`src/rtl/reg_access_arbiter.sv`:
```
// Round-robin arbiter and single-outstanding access sequencer in front of the RCD register map.
// Optional compile-time feature: define REG_ARB_TIMEOUT_EN to abort stalled accesses after TIMEOUT_CYCLES.
module reg_access_arbiter #(
  parameter int NUM_REQ        = 3,
  parameter int ADDR_WIDTH     = 5,
  parameter int DATA_WIDTH     = 8,
  parameter int TIMEOUT_CYCLES = 16
) (
  input  logic                          clk_i,
  input  logic                          rst_ni,
  input  logic [NUM_REQ-1:0]            req_valid_i,
  input  logic [NUM_REQ-1:0]            req_we_i,
  input  logic [NUM_REQ*ADDR_WIDTH-1:0] req_addr_i,
  input  logic [NUM_REQ*DATA_WIDTH-1:0] req_wdata_i,
  output logic [NUM_REQ-1:0]            req_ready_o,
  output logic [NUM_REQ-1:0]            rsp_valid_o,
  output logic [DATA_WIDTH-1:0]         rsp_rdata_o,
  output logic                          rsp_err_o,
  output logic [ADDR_WIDTH-1:0]         reg_addr_o,
  output logic                          reg_rd_req_o,
  output logic                          reg_wr_req_o,
  output logic [DATA_WIDTH-1:0]         reg_wr_data_o,
  input  logic [DATA_WIDTH-1:0]         reg_rd_data_i,
  input  logic                          reg_ack_i,
  input  logic                          reg_err_i,
  output logic                          busy_o
);

  localparam int IDX_W = (NUM_REQ > 1) ? $clog2(NUM_REQ) : 1;

  typedef enum logic [1:0] {
    ST_IDLE,
    ST_ISSUE,
    ST_RESP
  } state_e;

  state_e                 state_q, state_d;
  logic [IDX_W-1:0]       last_grant_q, last_grant_d;
  logic                   cmd_we_q, cmd_we_d;
  logic [ADDR_WIDTH-1:0]  cmd_addr_q, cmd_addr_d;
  logic [DATA_WIDTH-1:0]  cmd_wdata_q, cmd_wdata_d;
  logic                   rd_req_q, rd_req_d;
  logic                   wr_req_q, wr_req_d;
  logic [NUM_REQ-1:0]     rsp_valid_q, rsp_valid_d;
  logic [DATA_WIDTH-1:0]  rsp_rdata_q, rsp_rdata_d;
  logic                   rsp_err_q, rsp_err_d;
  logic                   abort;
`ifdef REG_ARB_TIMEOUT_EN
  localparam int TMO_W = $clog2(TIMEOUT_CYCLES + 1);
  logic [TMO_W-1:0]       tmo_cnt_q, tmo_cnt_d;
`endif

  logic                   grant_found;
  logic [IDX_W-1:0]       grant_idx;
  logic [IDX_W-1:0]       cand_idx;

  // Search starts one past the last winner so every requester is served within NUM_REQ grants.
  always_comb begin
    grant_found = 1'b0;
    grant_idx   = last_grant_q;
    cand_idx    = '0;
    for (int i = 1; i <= NUM_REQ; i++) begin
      cand_idx = IDX_W'((int'(last_grant_q) + i) % NUM_REQ);
      if (!grant_found && req_valid_i[cand_idx]) begin
        grant_found = 1'b1;
        grant_idx   = cand_idx;
      end
    end
  end

  always_comb begin
    // NOTE: every variable gets a default before the case so no path leaves it unassigned and infers a latch.
    state_d      = state_q;
    last_grant_d = last_grant_q;
    cmd_we_d     = cmd_we_q;
    cmd_addr_d   = cmd_addr_q;
    cmd_wdata_d  = cmd_wdata_q;
    rd_req_d     = rd_req_q;
    wr_req_d     = wr_req_q;
    rsp_valid_d  = '0;
    rsp_rdata_d  = '0;
    rsp_err_d    = 1'b0;
    abort        = 1'b0;
`ifdef REG_ARB_TIMEOUT_EN
    tmo_cnt_d    = tmo_cnt_q;
`endif
    unique case (state_q)
      ST_IDLE: begin
        if (grant_found) begin
          state_d      = ST_ISSUE;
          last_grant_d = grant_idx;
          cmd_we_d     = req_we_i[grant_idx];
          cmd_addr_d   = req_addr_i[int'(grant_idx)*ADDR_WIDTH +: ADDR_WIDTH];
          cmd_wdata_d  = req_wdata_i[int'(grant_idx)*DATA_WIDTH +: DATA_WIDTH];
          rd_req_d     = !req_we_i[grant_idx];
          wr_req_d     = req_we_i[grant_idx];
`ifdef REG_ARB_TIMEOUT_EN
          tmo_cnt_d    = '0;
`endif
        end
      end
      ST_ISSUE: begin
`ifdef REG_ARB_TIMEOUT_EN
        if (!reg_ack_i && !reg_err_i) begin
          if (tmo_cnt_q == TMO_W'(TIMEOUT_CYCLES - 1)) abort = 1'b1;
          else tmo_cnt_d = tmo_cnt_q + 1'b1;
        end
`endif
        // An err without ack is a NACK; either way err passes straight through to the requester.
        if (reg_ack_i || reg_err_i || abort) begin
          state_d     = ST_RESP;
          rd_req_d    = 1'b0;
          wr_req_d    = 1'b0;
          rsp_valid_d = NUM_REQ'(1) << last_grant_q;
          rsp_err_d   = reg_err_i || abort;
          rsp_rdata_d = (reg_ack_i && !cmd_we_q) ? reg_rd_data_i : '0;
        end
      end
      ST_RESP: state_d = ST_IDLE;
      default: state_d = ST_IDLE;
    endcase
  end

  always_ff @(posedge clk_i) begin
    // NOTE: state updates use non-blocking assignments so every flop samples pre-edge values.
    if (!rst_ni) begin
      state_q      <= ST_IDLE;
      last_grant_q <= IDX_W'(NUM_REQ - 1);
      cmd_we_q     <= 1'b0;
      cmd_addr_q   <= '0;
      cmd_wdata_q  <= '0;
      rd_req_q     <= 1'b0;
      wr_req_q     <= 1'b0;
      rsp_valid_q  <= '0;
      rsp_rdata_q  <= '0;
      rsp_err_q    <= 1'b0;
`ifdef REG_ARB_TIMEOUT_EN
      tmo_cnt_q    <= '0;
`endif
    end else begin
      state_q      <= state_d;
      last_grant_q <= last_grant_d;
      cmd_we_q     <= cmd_we_d;
      cmd_addr_q   <= cmd_addr_d;
      cmd_wdata_q  <= cmd_wdata_d;
      rd_req_q     <= rd_req_d;
      wr_req_q     <= wr_req_d;
      rsp_valid_q  <= rsp_valid_d;
      rsp_rdata_q  <= rsp_rdata_d;
      rsp_err_q    <= rsp_err_d;
`ifdef REG_ARB_TIMEOUT_EN
      tmo_cnt_q    <= tmo_cnt_d;
`endif
    end
  end

  // Ready is gated by reset so a requester is never told it was accepted while the flops are held.
  assign req_ready_o   = (rst_ni && state_q == ST_IDLE && grant_found) ?
                         (NUM_REQ'(1) << grant_idx) : '0;
  assign rsp_valid_o   = rsp_valid_q;
  assign rsp_rdata_o   = rsp_rdata_q;
  assign rsp_err_o     = rsp_err_q;
  assign reg_addr_o    = cmd_addr_q;
  assign reg_wr_data_o = cmd_wdata_q;
  assign reg_rd_req_o  = rd_req_q;
  assign reg_wr_req_o  = wr_req_q;
  assign busy_o        = (state_q != ST_IDLE);

endmodule
```
`config.mk`:
```
export PLATFORM = sky130hd
export DESIGN_NAME = reg_access_arbiter
export DESIGN_NICKNAME = d
export VERILOG_FILES = /design/src/rtl/reg_access_arbiter.sv
export SDC_FILE = /design/constraint.sdc
export NUM_CORES = 1
export LEC_CHECK = 0
export CORE_UTILIZATION = 33
export DETAILED_ROUTE_END_ITERATION = 8
export HOLD_SLACK_MARGIN = 0.03
export PLACE_DENSITY = 0.79
export SLEW_MARGIN = 20
export SYNTH_ARGS = -nofsm -noshare
export SYNTH_HDL_FRONTEND = slang
export SYNTH_SLANG_ARGS = --single-unit
```
`constraint.sdc`:
```
create_clock -name clk_i -period 3.6 [get_ports clk_i]
set_input_delay 0.54 -clock clk_i [delete_from_list [all_inputs] [get_ports clk_i]]
set_output_delay 0.54 -clock clk_i [all_outputs]
set_load 0.005 [all_outputs]
```
### After elaboration in Yosys (flattened, before gate mapping)

Cells that the tools add are included.

* bits in registers: 32
* output and inout port bits: 31
* word-level logic and storage cells: 69

* add/subtract/negate cells: 3
* multipliers: 1
* div/mod/pow operators: 3
* magnitude comparators: 4
* eq/ne operators: 3
* shift-type cells: 4
* mux-type cells: 23
* reductions and logical operators: 18

Operators by type and width (number)
* 32-bit by 3-bit modulo with 32-bit output (second input constant): 3
* 24-bit by 6-bit indexed part select with 8-bit output: 1
* 15-bit by 6-bit indexed part select with 5-bit output: 1
* 2-bit by 3-bit < comparator with 1-bit output (second input constant): 4
* 1-bit 2-to-1 mux: 10
* 2-bit 2-to-1 mux: 5
* 1-bit binary-select mux with 2-bit select: 4
* 2-bit by 2-bit adder with 3-bit output (second input constant): 2
* 3-bit AND reduction: 2
* 1-bit by 2-bit << shifter with 3-bit output (first input constant): 2
* 1-bit logical AND: 5
* 2-bit by 3-bit multiplier with 5-bit output (second input constant): 1
* 1-bit logical NOT: 4
* 2-bit inequality test (second input constant): 2
* 1-bit case mux with 2 select lines: 2
* 2-bit case mux with 2 select lines: 1
* 2-bit AND reduction: 2
* 4-bit AND reduction: 1
* 2-bit nonzero test: 2
* 2-bit by 1-bit adder with 3-bit output (second input constant): 1
* 3-bit 2-to-1 mux: 1
* 2-bit by 1-bit == test with 1-bit output (second input constant): 1
* 2-bit logical NOT: 1
* 1-bit logical OR: 1

### Depth between registers and ports, before layout

* depth after elaboration: 16
* gate-level depth with buffers: 10

### Least setup slack after synthesis

OpenSTA, ideal clock, no wires.

* path kind: reg-to-output
* start: reg last_grant_q[0]
* end: out req_ready_o[0]
* arrival: 2.384 ns
* required time: 3.060 ns
* setup slack: 0.676 ns
* cell stages (with the launch flop): 11
* buffers on the path: 2
* cell sequence: dfxtp_1 > inv_1 > ha_1 > buf_2 > and3b_1 > o21bai_1 > o31ai_1 > nor2_1 > nand2_1 > buf_4 > nor2_1

* longest elaborated chain between the ends: 13
* elaborated cells on any way between the ends: 25
* those cells by class: add/sub (3); div (3); shift (1); mux (13); reduce/logical (5)

RTL lines
* start: declaration: RTL line 38 `logic [IDX_W-1:0] last_grant_q, last_grant_d;`
* start signal: assignment: RTL line 128 `last_grant_q <= IDX_W'(NUM_REQ - 1);`
* start signal: assignment: RTL line 142 `last_grant_q <= last_grant_d;`
* 2-bit by 1-bit adder with 3-bit output: RTL line 63 `cand_idx = IDX_W'((int'(last_grant_q) + i) % NUM_REQ);`
* 32-bit by 3-bit modulo with 32-bit output: RTL line 63
* 1-bit binary-select mux with 2-bit select: RTL line 64 `if (!grant_found && req_valid_i[cand_idx]) begin`
* 1-bit 2-to-1 mux (not written as such): RTL line 64
* 1-bit 2-to-1 mux: RTL line 64
* 1-bit logical NOT: RTL line 64
* 1-bit logical AND: RTL line 64
* 1-bit 2-to-1 mux: RTL line 64
* 1-bit logical NOT: RTL line 64
* 1-bit logical AND: RTL line 64
* 2-bit 2-to-1 mux or 1-bit 2-to-1 mux (tied branches): RTL line 64
* 1-bit by 2-bit << shifter with 3-bit output or 1-bit logical AND (tied branches): RTL line 159, 158
* 3-bit 2-to-1 mux *: RTL line 158 `assign req_ready_o = (rst_ni && state_q == ST_IDLE && grant_found) ?`
* end: declaration: RTL line 15 `output logic [NUM_REQ-1:0] req_ready_o,`

Every way passes the cells marked *; elsewhere a longest branch is shown, timed or not. The select of a mux whose other input is x is not followed.

### Worst setup path in the final report

* start: reg last_grant_q[1]
* end: out req_ready_o[1]

Same word-level chain as after synthesis.

==> impl_metrics.tcl <==
set metrics [dict create \
    outcome "finished, violations left" \
    violations "DRC" \
    pre_cts_slack_ns 0.310 \
    crit_type "register to primary output" \
    worst_setup_path_start_kind "register" \
    core-area_um2 4470 \
    gp_congestion 0.844 \
    p_per_area_nw_per_um2 795 \
    grt_pass1_vias 1465 \
    cts_root_buf "clkbuf_8" \
    drtPass1Iterations 6 \
    num_antenna_cells 0 \
    hp-class "register to register" \
    layout.cells.non_filler 320 \
    netlist_area_um2 1570 \
    drive_gt1_frac 0.0634 \
    drv_cap 0 \
    busiest_layer "met2" \
    drt-vias-per-instance 4.98 \
    r2r-start "last_grant_q[1]" \
    yosysSeqAreaShare 0.408 \
    finalHoldViolCount 0 \
    r2r_cells 9 \
    numClockSinks 32 \
    yosysTopAreaCell "dfxtp_1" \
    die_area_um2 5030 \
    worstMarginPinSlew_ns 0.556 \
    portBuffers 87 \
    cts_tree "built" \
    timing.final.max_slew_violations 0 \
    synth-edff-count 0 \
    syn_nets 235 \
    hp-start "reg_addr_o[0]" \
    p_leak_nw 1.08 \
    path_clk_slew_ns 0.07 \
    async_reset_ff_frac 0 \
    finClkSkew_ns 0.00917 \
    clkLatencyLatePin_ns 0.28 \
    relSlewSlack 0.626 \
    drt_iter0_drc 43 \
    placed_area_um2 2500 \
    wire_per_inst_um 12.4 \
    clock_path_buffers 2 \
    routed_wl_mm 3.97 \
    grt_first_pass_wirelength_mm 6.54 \
    synthTopCellsByArea "dfxtp_1 (41%), mux2i_1 (11%), o221ai_1 (7.3%)" \
    reg2reg_slack_ns 0.88 \
    crit_arrival_ns 2.83 \
    synth_cells 174 \
    row_count 24 \
    syn_avg_cell_area_um2 9.02 \
    setup_slack_ns 0.232 \
    whs_path_depth 2 \
    vdd_ir_drop_max_v 0.000454 \
    r2r_end "reg_wr_req_o" \
    grt_setup_unrepaired "no" \
    start_util 0.351 \
    dp_hpwl_mm 3.07 \
    nets 328 \
    cts_buffers 5 \
    num_vias 1593 \
    min_period_ns 3.37 \
    tns_ns 0 \
    synth_seq_cells 32 \
    area_delta_synth_final_pct 66.7 \
    ys_warn_count 0 \
    grt_start_max_net_pins 16 \
    place_inst 312 \
    grtUsageTotal 0.165 \
    ys_types 37 \
    max_freq_ghz 0.297 \
    antenna_found_initial 0 \
    path_max_fanout 8 \
    grt_overflow_total 0 \
    ys.flop_type "dfxtp_1" \
    use_met2 0.277 \
    hold-path-endpoint "reg_addr_o[0]" \
    boundaryPins 88 \
    finalInstanceArea_um2 2620 \
    die_w_um 71.0 \
    crit_required_ns 3.06 \
    total_power_mw 2.08 \
    htree_levels 2 \
    synth_top_area_frac 0.408 \
    finalCritPeriodShare 0.936 \
    die_h_um 71.0 \
    gr-usage-met1 0.189 \
    setup_viol 0 \
    critPathCaptureType "primary output" \
    ant_nets 0 \
    drc_errors 6 \
    gr-usage-met3 0.0627 \
]
[cell type report]
class | count | area (µm²)
clock buffer | 5 | 68.8
multi-input combinational | 117 | 820
timing repair buffer | 92 | 908
fill | 385 | 1860
inverter | 19 | 71.3
tap | 52 | 65.1
sequential | 32 | 641
clock inverter | 3 | 42.5
[report_power, final]
| part | switching [mW] | internal [mW] | leakage, nW |
|---|---|---|---|
| Sequential | 0.0503 | 0.448 | 0.262 |
| Clock | 0.133 | 0.205 | 0.0541 |
| Combinational | 0.618 | 0.626 | 0.764 |
[cell families after synthesis]
kind of cell,count (synthesis),share of synthesized area
simple gates,62,0.215
compound gates,34,0.166
flops,32,0.408
buf+inv,25,0.0710
mux,17,0.108
fa+ha+maj,4,0.0319
[flip-flops by register name (all words and copies together), names as in the netlist]
| register | flops |
|---|---|
| cmd_we_q | 1 |
| last_grant_q | 2 |
| reg_addr_o | 5 |
| reg_rd_req_o | 1 |
| reg_wr_data_o | 8 |
| reg_wr_req_o | 1 |
| rsp_err_o | 1 |
| rsp_rdata_o | 8 |
| rsp_valid_o | 3 |
| state_q | 2 |
[synth_stat cells, types with 2 or more instances]
cell type and n:
o21ai_0 2, inv_1 19, nor3_1 6, buf_2 2, nor2b_1 2, and2_1 9, nand2_1 20, o211ai_1 2
o21a_1 2, nand3_1 3, buf_4 2, dfxtp_1 32, a31oi_1 2, ha_1 4, nor4_1 3, and3_1 2
nand3b_1 4, o221ai_1 13, nor2_1 7, mux2i_1 17, o31a_1 2, a21oi_1 4
[worst max-delay path: stages, from the launching register on]
cell	delay, ns
dfxtp_1	0.38
inv_1	0.13
ha_1	0.36
mux2i_1	0.28
o21ai_1	0.12
nor4_1	0.50
nor4_4	0.11
and3_1	0.21
clkdlybuf4s50_1	0.46
[routing by layer]
metal | part of all wire | vias up
met1 | 0.42 | 707
li1 | - | 809
met2 | 0.46 | 71
met3 | 0.099 | 6
met5 | 0 | -
met4 | 0.017 | 0
[worst max path at each step]
stage | from | endpoint | slack, ns | depth (start not counted)
6_report | last_grant_q[1] | req_ready_o[1] | 0.23 | 8
5_1_grt | last_grant_q[0] | req_ready_o[0] | 0.03 | 9
4_1_cts | last_grant_q[0] | req_ready_o[1] | 0.16 | 8
3_5_place_dp | req_valid_i[1] | req_ready_o[1] | 0.31 | 7
3_3_place_gp | req_valid_i[1] | req_ready_o[1] | 0.38 | 7
2_1_floorplan | last_grant_q[0] | req_ready_o[0] | 0.68 | 10
[through the flow]
| step | hold slack [ns] | utilization |
|---|---|---|
| 6_report | 0.462 | 0.585 |
| 3_3_place_gp | 0.445 | 0.559 |
| 2_1_floorplan | 0.457 | - |
| 3_5_place_dp | 0.448 | 0.559 |
| 5_1_grt | 0.489 | 0.585 |
| 4_1_cts | 0.467 | 0.584 |
[layout by cell type, fill, tap and decap left out, types with 2 or more instances in the layout]
master	instances
clkdlybuf4s50_1	87
dfxtp_1	32
nand2_1	20
inv_1	19
mux2i_1	17
o221ai_1	13
and2_1	9
nor2_1	7
nor3_1	6
clkbuf_8	5
buf_4	5
nand3b_1	4
a21oi_1	4
nor4_1	3
nand3_1	3
ha_1	3
o21a_1	2
nor2b_1	2
o211ai_1	2
o31a_1	2
and3_1	2
a31oi_1	2
o21ai_0	2
[timing repair]
action / in CTS / in global routing
buffers inserted: 0 / 0
setup endpoints to repair: 0 / 3
hold buffers: 0 / 0
resized for setup: 0 / 1
Power figures use the tool's default switching activity.
